File: config.mk
export PLATFORM = sky130hd
export DESIGN_NAME = frame_strobe_sequencer
export DESIGN_NICKNAME = d
export VERILOG_FILES = /design/src/rtl/frame_strobe_sequencer.sv
export SDC_FILE = /design/constraint.sdc
export NUM_CORES = 1
export LEC_CHECK = 0
export ABC_AREA = 1
export CAP_MARGIN = 15
export CORE_AREA = 2 2 227 229
export CTS_CLUSTER_SIZE = 30
export DETAILED_ROUTE_END_ITERATION = 10
export DIE_AREA = 0 0 229 231
export HOLD_SLACK_MARGIN = 0.12
export PLACE_DENSITY = 0.71
export SYNTH_ARGS = -nofsm -noshare
export SYNTH_HDL_FRONTEND = slang
export SYNTH_SLANG_ARGS = --single-unit
File: constraint.sdc
create_clock -name UserCLK -period 3.05 [get_ports UserCLK]
set_clock_uncertainty 0.2 [all_clocks]
set_input_delay 0.61 -clock UserCLK [delete_from_list [all_inputs] [get_ports UserCLK]]
set_output_delay 0.61 -clock UserCLK [all_outputs]
set_load 0.005 [all_outputs]
File: src/rtl/frame_strobe_sequencer.sv
// Column configuration sequencer: header + row words -> frame latch strobe.
// Optional FRAME_STROBE_HOLD2_EN stretches the strobe to two cycles.
module frame_strobe_sequencer #(
    parameter int MaxFramesPerCol = 20,
    parameter int FrameBitsPerRow = 32,
    parameter int NumberOfRows    = 16,
    parameter int ColumnID        = 0
) (
    input  logic                                      UserCLK,
    input  logic                                      resetn,
    input  logic [31:0]                               cfg_data,
    input  logic                                      cfg_valid,
    output logic                                      cfg_ready,
    output logic [NumberOfRows*FrameBitsPerRow-1:0]   FrameData,
    output logic [MaxFramesPerCol-1:0]                FrameStrobe,
    output logic                                      busy,
    output logic                                      err,
    output logic [15:0]                               frames_done
);

    localparam int RowW = (NumberOfRows > 1) ? $clog2(NumberOfRows) : 1;
    localparam logic [RowW-1:0] LastRow = RowW'(NumberOfRows - 1);
    localparam logic [5:0] FrameLimit = 6'(MaxFramesPerCol);
    localparam logic [7:0] ColAddr = 8'(ColumnID);
    localparam logic [7:0] Marker = 8'hFA;

    typedef enum logic [1:0] {
        IDLE,
        LOAD,
        SKIP,
        STROBE
    } state_t;

    state_t state;
    state_t state_n;

    logic [RowW-1:0]                             row_cnt;
    logic [4:0]                                  frame_idx;
    logic [NumberOfRows-1:0][FrameBitsPerRow-1:0] rows;
    logic                                        live;
    logic                                        err_q;
    logic [15:0]                                 done_q;

    logic accept;
    logic hdr_ok;
    logic col_hit;
    logic last_word;
    logic strobe_exit;

`ifdef FRAME_STROBE_HOLD2_EN
    logic hold_q;
`endif

    // live keeps cfg_ready low until the first edge after reset release
    assign cfg_ready   = live && (state != STROBE);
    assign accept      = cfg_valid && cfg_ready;
    assign hdr_ok      = (cfg_data[31:24] == Marker) &&
                         ({1'b0, cfg_data[4:0]} < FrameLimit);
    assign col_hit     = (cfg_data[23:16] == ColAddr);
    assign last_word   = (row_cnt == LastRow);

    assign busy        = (state != IDLE);
    assign err         = err_q;
    assign frames_done = done_q;
    assign FrameData   = rows;

    always_ff @(posedge UserCLK or negedge resetn) begin
        if (!resetn) begin
            state <= IDLE;
        end else begin
            state <= state_n;
        end
    end

    always_comb begin
        state_n     = state;
        strobe_exit = 1'b0;
        unique case (state)
            IDLE: begin
                if (accept && hdr_ok) begin
                    state_n = col_hit ? LOAD : SKIP;
                end
            end
            LOAD: begin
                if (accept && last_word) begin
                    state_n = STROBE;
                end
            end
            SKIP: begin
                if (accept && last_word) begin
                    state_n = IDLE;
                end
            end
            STROBE: begin
`ifdef FRAME_STROBE_HOLD2_EN
                if (hold_q) begin
                    state_n     = IDLE;
                    strobe_exit = 1'b1;
                end
`else
                state_n     = IDLE;
                strobe_exit = 1'b1;
`endif
            end
            default: begin
                state_n = IDLE;
            end
        endcase
    end

    always_comb begin
        FrameStrobe = '0;
        for (int i = 0; i < MaxFramesPerCol; i++) begin
            FrameStrobe[i] = (state == STROBE) && (5'(i) == frame_idx);
        end
    end

    always_ff @(posedge UserCLK or negedge resetn) begin
        if (!resetn) begin
            live      <= 1'b0;
            row_cnt   <= '0;
            frame_idx <= '0;
            rows      <= '0;
            err_q     <= 1'b0;
            done_q    <= '0;
        end else begin
            live <= 1'b1;
            if (state == IDLE && accept) begin
                if (!hdr_ok) begin
                    err_q <= 1'b1;
                end else begin
                    row_cnt   <= '0;
                    frame_idx <= cfg_data[4:0];
                end
            end
            if ((state == LOAD || state == SKIP) && accept) begin
                if (state == LOAD) begin
                    rows[row_cnt] <= cfg_data[FrameBitsPerRow-1:0];
                end
                row_cnt <= row_cnt + 1'b1;
            end
            if (strobe_exit) begin
                done_q <= done_q + 16'd1;
            end
        end
    end

`ifdef FRAME_STROBE_HOLD2_EN
    always_ff @(posedge UserCLK or negedge resetn) begin
        if (!resetn) begin
            hold_q <= 1'b0;
        end else begin
            hold_q <= (state == STROBE) && !hold_q;
        end
    end
`endif

endmodule

==> results of run 1 <==
per-stage QoR:
step	power [uW]	hold slack, ps	setup slack, ps	setup TNS, ps
final	15700	260	12.7	0
after global routing	16300	269	-67.6	-754
after CTS	15900	264	-14.8	-14.8
after detailed placement	8370	249	203	0
after global placement	8350	240	196	0
after floorplan	7840	114	1040	0
worst max path at each step:
stage / start / slack [ps] / to
2_1_floorplan: state[0] / 1040 / FrameData[147]
3_3_place_gp: cfg_data[3] / 200 / frame_idx[0]
3_5_place_dp: cfg_data[3] / 200 / frame_idx[4]
4_1_cts: state[0] / -10 / FrameStrobe[11]
5_1_grt: state[0] / -70 / FrameStrobe[10]
6_report: state[0] / 10 / FrameStrobe[11]
final cells by class:
class                           instances  share of cell area
Sequential cell                       541               0.460
Inverter                               66             0.00901
Clock inverter                         26              0.0149
Timing Repair Buffer                  660               0.227
Tap cell                              680              0.0289
Multi-Input combinational cell       1215               0.206
Clock buffer                           77              0.0547
cell families after synthesis:
kind of cell / count (synthesis)
xor+xnor: 12
other cells: 1
fa+ha+maj: 9
buf+inv: 197
simple gates: 670
flops: 541
compound gates: 523
timing repair:
action | 4_1_cts | 5_1_grt
hold endpoints to repair | 48 | 0
resized for setup | 10 | 4
cloned | 0 | 0
pin swaps | 1 | 0
buffers inserted | 2 | 0
endpoints found under the setup margin | 20 | 19
hold buffers | 1 | 0
registers in the layout, indices dropped and copies added, names as in the netlist:
| name | cells |
|---|---|
| FrameData | 512 |
| live | 1 |
| err | 1 |
| frames_done | 16 |
| frame_idx | 5 |
| row_cnt | 4 |
| state | 2 |
power by group:
group	switching [uW]	leakage [uW]	internal, uW
Sequential	82.3	0.00754	7240
Clock	2870	0.00100	4620
Combinational	668	0.00477	267
Total	3620	0.0133	12100
worst max-delay path, stage by stage (launching register included):
cell and delay [ps]:
dfrtp_1 390, ha_4 170, clkinv_4 80, nor2_4 150, nand3_2 160, nor2_1 160
clkdlybuf4s50_1 520
cells in the mapped netlist:
cell type and n:
clkinv_8 1, o21ai_2 90, o31ai_1 1, clkinv_4 1, buf_6 67, o21ai_1 275
o21ai_0 156, clkinv_1 1, nor2_1 40, clkbuf_1 40, clkbuf_2 1, nand2_1 569
nor4_1 2, inv_2 1, nand3_1 21, and2_1 1, nand2_8 1, xnor2_1 2
nand4_1 5, inv_1 62, or2_2 1, dfrtp_1 541, nor2_4 2, nand2_4 15
nor3_1 6, buf_4 6, xor2_1 10, nor2_8 5, buf_2 17, ha_1 9
a21o_1 1, nand3_4 2, conb_1 1
routing by layer:
metal	GRT usage	share of wire
met1	0.322	0.39
met2	0.436	0.48
met3	0.0715	0.086
met4	0.112	0.039
met5	0	0.00041
==> impl_summary.md, run 1 <==
Status
The flow ran to the end, and the final reports show no timing, DRC or antenna violations.

Min path
The worst hold path belongs to the class reg -> reg. The terminating pin of the worst hold path is err. The depth of the worst hold-timing path is 1. The startpoint of the lowest-slack hold path is err.

Synthesis
The cell count after synthesis is slightly below 2000. The simple-gate area share of the yosys netlist is 0.135. The cell area that synthesis handed to floorplanning was 20800 um2. After synthesis, the largest family of logic cells by area is compound AO/OA/AOI/OAI gates. The share of the synthesized area in compound gates (AO/OA/AOI/OAI) was 0.142. The synthesized design contains 541 register bits. The library cell occupying the most area in the post-synthesis netlist is dfrtp_1. The count of unique library cells instantiated by Yosys is 33. The share of the synthesized area in the top cell type is 0.649. Yosys attributes the largest share of cell area to dfrtp_1 (65%), nand2_1 (10%), o21ai_1 (6.6%).

In this run the mean area of a mapped cell was between 10 and 15 um2. The post-synthesis net count is 1997. During synthesis, Yosys emitted a total of 0 warnings. The portion of netlist area occupied by mux cells is 0. The synthesized-area fraction occupied by adder cells is 0.00540. Of the total synthesized cell area, the portion taken by XOR and XNOR cells is 0.00504. The share of synthesized area occupied by flip-flops and latches is 0.649.

Floorplanning
The height of the die is 231 um. The total I/O pin count is slightly below 600. The floorplan step defined a die boundary enclosing 52900 um2. The die is around 230 um wide. The number of placement rows is 83. The initial core utilization is 0.411.

The region available for standard cell placement spans 50700 um2.

Pwr
VDD sags by at most between 0.0004 and 0.0005 V. The leakage dissipation is 0.0133 uW. The power density over cell area is 535 nW/um2.

Final layout
Compared with the post-synthesis result, the final layout area differs by 41.2%. The utilization after layout is 0.581. 0 antenna diodes ended up in the layout. The most common library cell in the layout ignoring fill and taps is clkdlybuf4s50_1.

The library cells used most frequently in the layout, excluding fill and tap cells, are clkdlybuf4s50_1 (582), nand2_1 (568), dfrtp_1 (541), o21ai_1 (275), o21ai_0 (156). The post-route non-filler standard cell count is around 3300. The summed area of non-filler cells in the final layout is approximately 29000 um2.

The area used by multi-input combinational logic is about 6000 um2. The share of layout cells above drive strength 1 is 0.115. Counting the fill cells in the layout gives approximately 4300. The final-stage net count is about 2600. Summing all flip-flop and latch instances after layout gives between 10000 and 15000 um2.

Route
The total wirelength of the detailed-routed design is roughly 70000 um. The average via count per standard cell is 5.08. The count of TritonRoute iterations in the first routing pass is 5.

The detail-routed net length per standard cell is 21.5 um. The antenna violation net count after detailed routing is 0. After the first detailed-routing iteration, the DRC count stood at 1222. The total via count after detailed routing is about 17000.

In the routed design, unresolved DRC markers number 0.

Global routing
The total overflow left after global routing is 0. The via count of the first global-routing pass is around 16000. In the global route stage, overall resource usage came out at 0.262. The initial antenna violation count was 2. The maximum number of pins on one net before global-route repair is ~70. The wire length of the first global-routing pass is approximately 100000 um.

Clocking
Buffers inserted during clock tree synthesis total 55. The clock tree root buffer cell is clkbuf_16. The worst-case clock buffer depth is 3. The H-tree generated during clock tree synthesis spans 2 levels. The number of sinks handled by clock tree synthesis is ~540. TritonCTS built the clock tree. Clock latency on the worst-skew pair, taken at its later pin, is ~590 ps. The clock slew seen by the registers of the worst setup and hold paths is about 70 ps.

Worst setup path
Data on the critical path is required at its endpoint by 2240 ps. The worst setup path is launched from a flip-flop. The number of cells traversed by the worst register-to-register path is 9.

The critical path is of the reg -> out type. The beginning of the worst register-to-register path is state[0]. At the worst endpoint, the arrival time is around 2200 ps. STA classifies the critical path endpoint as an output pin. Along the worst path, the maximum fanout reaches 6. The register-to-register setup slack is roughly 570 ps. The terminus of the critical flop-to-flop path is FrameData[81].

Placed design
The last weighted congestion value of the routability-driven placer is slightly above 0.9. The total half-perimeter wirelength after legalization and detailed placement is around 50000 um. The port buffer count is 585. The placed instances occupy a cell area of roughly 27000 um2.

The instance count after placement with tap cells included is between 3000 and 4000.

STA
Setup violations remaining at the end of the flow were counted as 0. In the finished design, the share of the clock period the worst path needs comes to 0.996. For the pin with the worst max-slew slack, the measured transition is around 810 ps. Based on the critical path, the design can be clocked at up to approximately 0.33 GHz.

Setup repair after global routing could not meet its margin everywhere. The number of max-slew violations in the final report is 0. The hold violation count in the final report is 0.

The headroom to the max-slew limit is 0.454. Subtracting the final worst setup slack from the clock period gives 3040 ps.

Flow run
The max-cap check violation count is 0.
Power figures use the tool's default switching activity.
==> run 2: changes to the inputs <==
Settings changed: REMOVE_ABC_BUFFERS set to 1.
==> impl_summary.md, run 2 (synthesized netlist as in run 1, its figures left out) <==
Final layout
The number of flip-flops under the largest register name is 512 (unchanged). Most frequent cells in the layout: clkdlybuf4s50_1 (583), nand2_1 (567), dfrtp_1 (539), o21ai_1 (275), o21ai_0 (156) (was clkdlybuf4s50_1 (582), nand2_1 (568), dfrtp_1 (541), o21ai_1 (275), o21ai_0 (156)). The count of antenna diodes in the layout is 0 (unchanged). The share of layout cells above drive strength 1 was 0.110 (was 0.115). The summed area of non-filler cells in the final layout is 29200 um2 (was 29400 um2). The final-stage net count is 2562 (was 2583). The most common library cell in the layout ignoring fill and taps was clkdlybuf4s50_1 (unchanged). The layout overhead on the synthesized area came to 40.0% (was 41.2%). The utilization after layout is 0.576 (was 0.581).

Pwr
The maximum vdd ir drop was 0.000495 V (was 0.000447 V). The leakage dissipation was 0.0131 uW (was 0.0133 uW). The power density over cell area came to 525 nW/um2 (was 535 nW/um2).

The power consumption was 15300 uW (was 15700 uW).

STA
The number of max-slew violations in the final report is 0 (unchanged). The slew at the pin with the worst max-slew slack came to 840 ps (was 811 ps). The final setup violation count is 0 (unchanged). The headroom to the max-slew limit is 0.439 (was 0.454). The worst slack on hold paths is 280 ps (was 260 ps). The smallest setup slack after layout is 32.7 ps (was 12.7 ps). Unrepaired setup endpoints after global routing: yes (unchanged). The peak clock frequency supported by timing is 0.331 GHz (was 0.329 GHz). The clock period minus final worst setup slack is 3020 ps (was 3040 ps). The hold violation count in the final report is 0 (unchanged). The share of the clock period used by the worst path after layout is 0.989 (was 0.996).

Placed design
The area of placed instances was 27100 um2 (was 27300 um2). The port buffer count is 585 (unchanged). The pre-CTS setup slack is 355 ps (was 203 ps). The total half-perimeter wirelength after legalization and detailed placement is 45500 um (was 48800 um). The last weighted congestion value of the routability-driven placer is 0.922 (was 0.920).

Worst setup path
The critical path capture point type is an output pin (unchanged). The critical-path maximum fanout is 4 (was 6). The critical path data required time was 2240 ps (about the same). The register-to-register setup slack is 670 ps (was 570 ps).

The number of cells traversed by the worst register-to-register path is 10 (was 9). The critical path startpoint category was a flip-flop (unchanged). The terminus of the critical flop-to-flop path is FrameData[66] (was FrameData[81]). The worst setup path category is reg -> out (unchanged). The beginning of the worst register-to-register path was state[1] (was state[0]). The worst path arrival time is 2210 ps (was 2230 ps).

Route
The post-detailed-route DRC marker count was 0 (unchanged). The detail-routed net length per standard cell is 21.1 um (was 21.5 um). The total wirelength of the detailed-routed design is 68500 um (was 70100 um). The average via count per standard cell was 5.06 (was 5.08). The iteration-0 DRC count of the detailed router is 1384 (was 1222). The total via count after detailed routing was 16400 (was 16600). The count of TritonRoute iterations in the first routing pass is 5 (unchanged). The antenna violation net count after detailed routing is 0 (unchanged).

Global routing
The wire length of the first global-routing pass is 103000 um (was 105000 um). The maximum number of pins on one net before global-route repair came to 86 (was 68). The final global-route overflow total is 0 (unchanged).

The via count of the first global-routing pass is 16400 (about the same). The all-layer global routing usage is 0.256 (was 0.262). The initial antenna violation count is 0 (was 2).

Floorplanning
The area inside the core boundary is 50700 um2 (unchanged). The initial core utilization is 0.411 (unchanged). The number of placement rows is 83 (unchanged). The total I/O pin count came to 586 (unchanged).

The die extent in x is 229 um (unchanged). The height of the die is 231 um (unchanged). The die area came to 52900 um2 (unchanged).

Clocking
The clock slew seen by the registers of the worst setup and hold paths is 60 ps (was 70 ps). The latest clock arrival within the worst-skew pair came to 580 ps (was 590 ps). The clock tree from TritonCTS is yes (unchanged). The number of sinks handled by clock tree synthesis is 541 (unchanged). The number of H-tree levels is 2 (unchanged). The clock tree root buffer cell is clkbuf_16 (unchanged). The clock buffer count from CTS is 56 (was 55). The worst-case clock buffer depth was 3 (unchanged).

Status
Outcome: finished, final reports clean (unchanged).

Min path
The terminating pin of the worst hold path is FrameData[327] (was err). The startpoint of the lowest-slack hold path is FrameData[327] (was err). The class of the worst hold path was reg -> reg (unchanged). The depth of the worst hold-timing path is 2 (was 1).

Flow run
The max-cap check violation count is 0 (unchanged).
run 2: changes by cell type in the layout (fill, tap and decap cells not counted), moves of 2 or more:
cell,delta
clkbuf_8,+4
buf_12,-2
clkbuf_1,+2
nor2_2,+4
dfrtp_2,+2
bufinv_16,-6
buf_4,-20
dfrtp_1,-2
nor2_1,-3
inv_6,+2
run 2: stage by stage:
step,setup TNS (ps),cells
global placement,0,3137
CTS,0,3243
detailed placement,0,3137
floorplan,0,1822
finish,0,3244
global route,-156,3244
run 2: worst max-delay path: stages (launching register included):
cell	delay, ps
dfrtp_1	390
ha_4	170
clkinv_4	60
nor2_4	160
nand3_2	140
nor2_2	170
clkdlybuf4s50_1	540
run 2: power breakdown:
part           leakage (uW)  internal [uW]  switching [uW]
Combinational       0.00465            241             591
Clock              0.000963           4280            2880
Sequential          0.00754           7240            90.4
run 2: what timing repair did:
action / CTS / global route
buffers inserted: 1 / 1
setup endpoints to repair: 20 / 20
hold endpoints to repair: 49 / 0
gates resized for setup: 15 / 6
hold buffers: 1 / 0
run 2: worst max path at each step:
stage / to / slack [ps] / start
CTS: FrameStrobe[1] / 3 / state[1]
floorplan: FrameData[448] / 840 / state[0]
finish: FrameStrobe[15] / 30 / state[0]
global placement: FrameStrobe[15] / 400 / state[0]
global route: FrameStrobe[15] / -60 / state[0]
detailed placement: FrameData[97] / 350 / cfg_valid
run 2: cell type report:
type                    instances  area, um2
clock buffers                  84       1700
clock inverters                20        255
fillers                      4314      21500
inverters                      66        265
multi-input cells            1215       6080
flip-flops and latches        541      13500
well taps                     680        851
repair buffers                638       6490
run 2: routing by layer:
layer,up-vias,share of wire,global-route usage,wire [um]
met5,-,0,0,0
met4,0,0.033,0.0909,2250
li1,7512,-,-,-
met2,677,0.49,0.416,33300
met1,8113,0.40,0.330,27500
met3,120,0.079,0.0693,5400
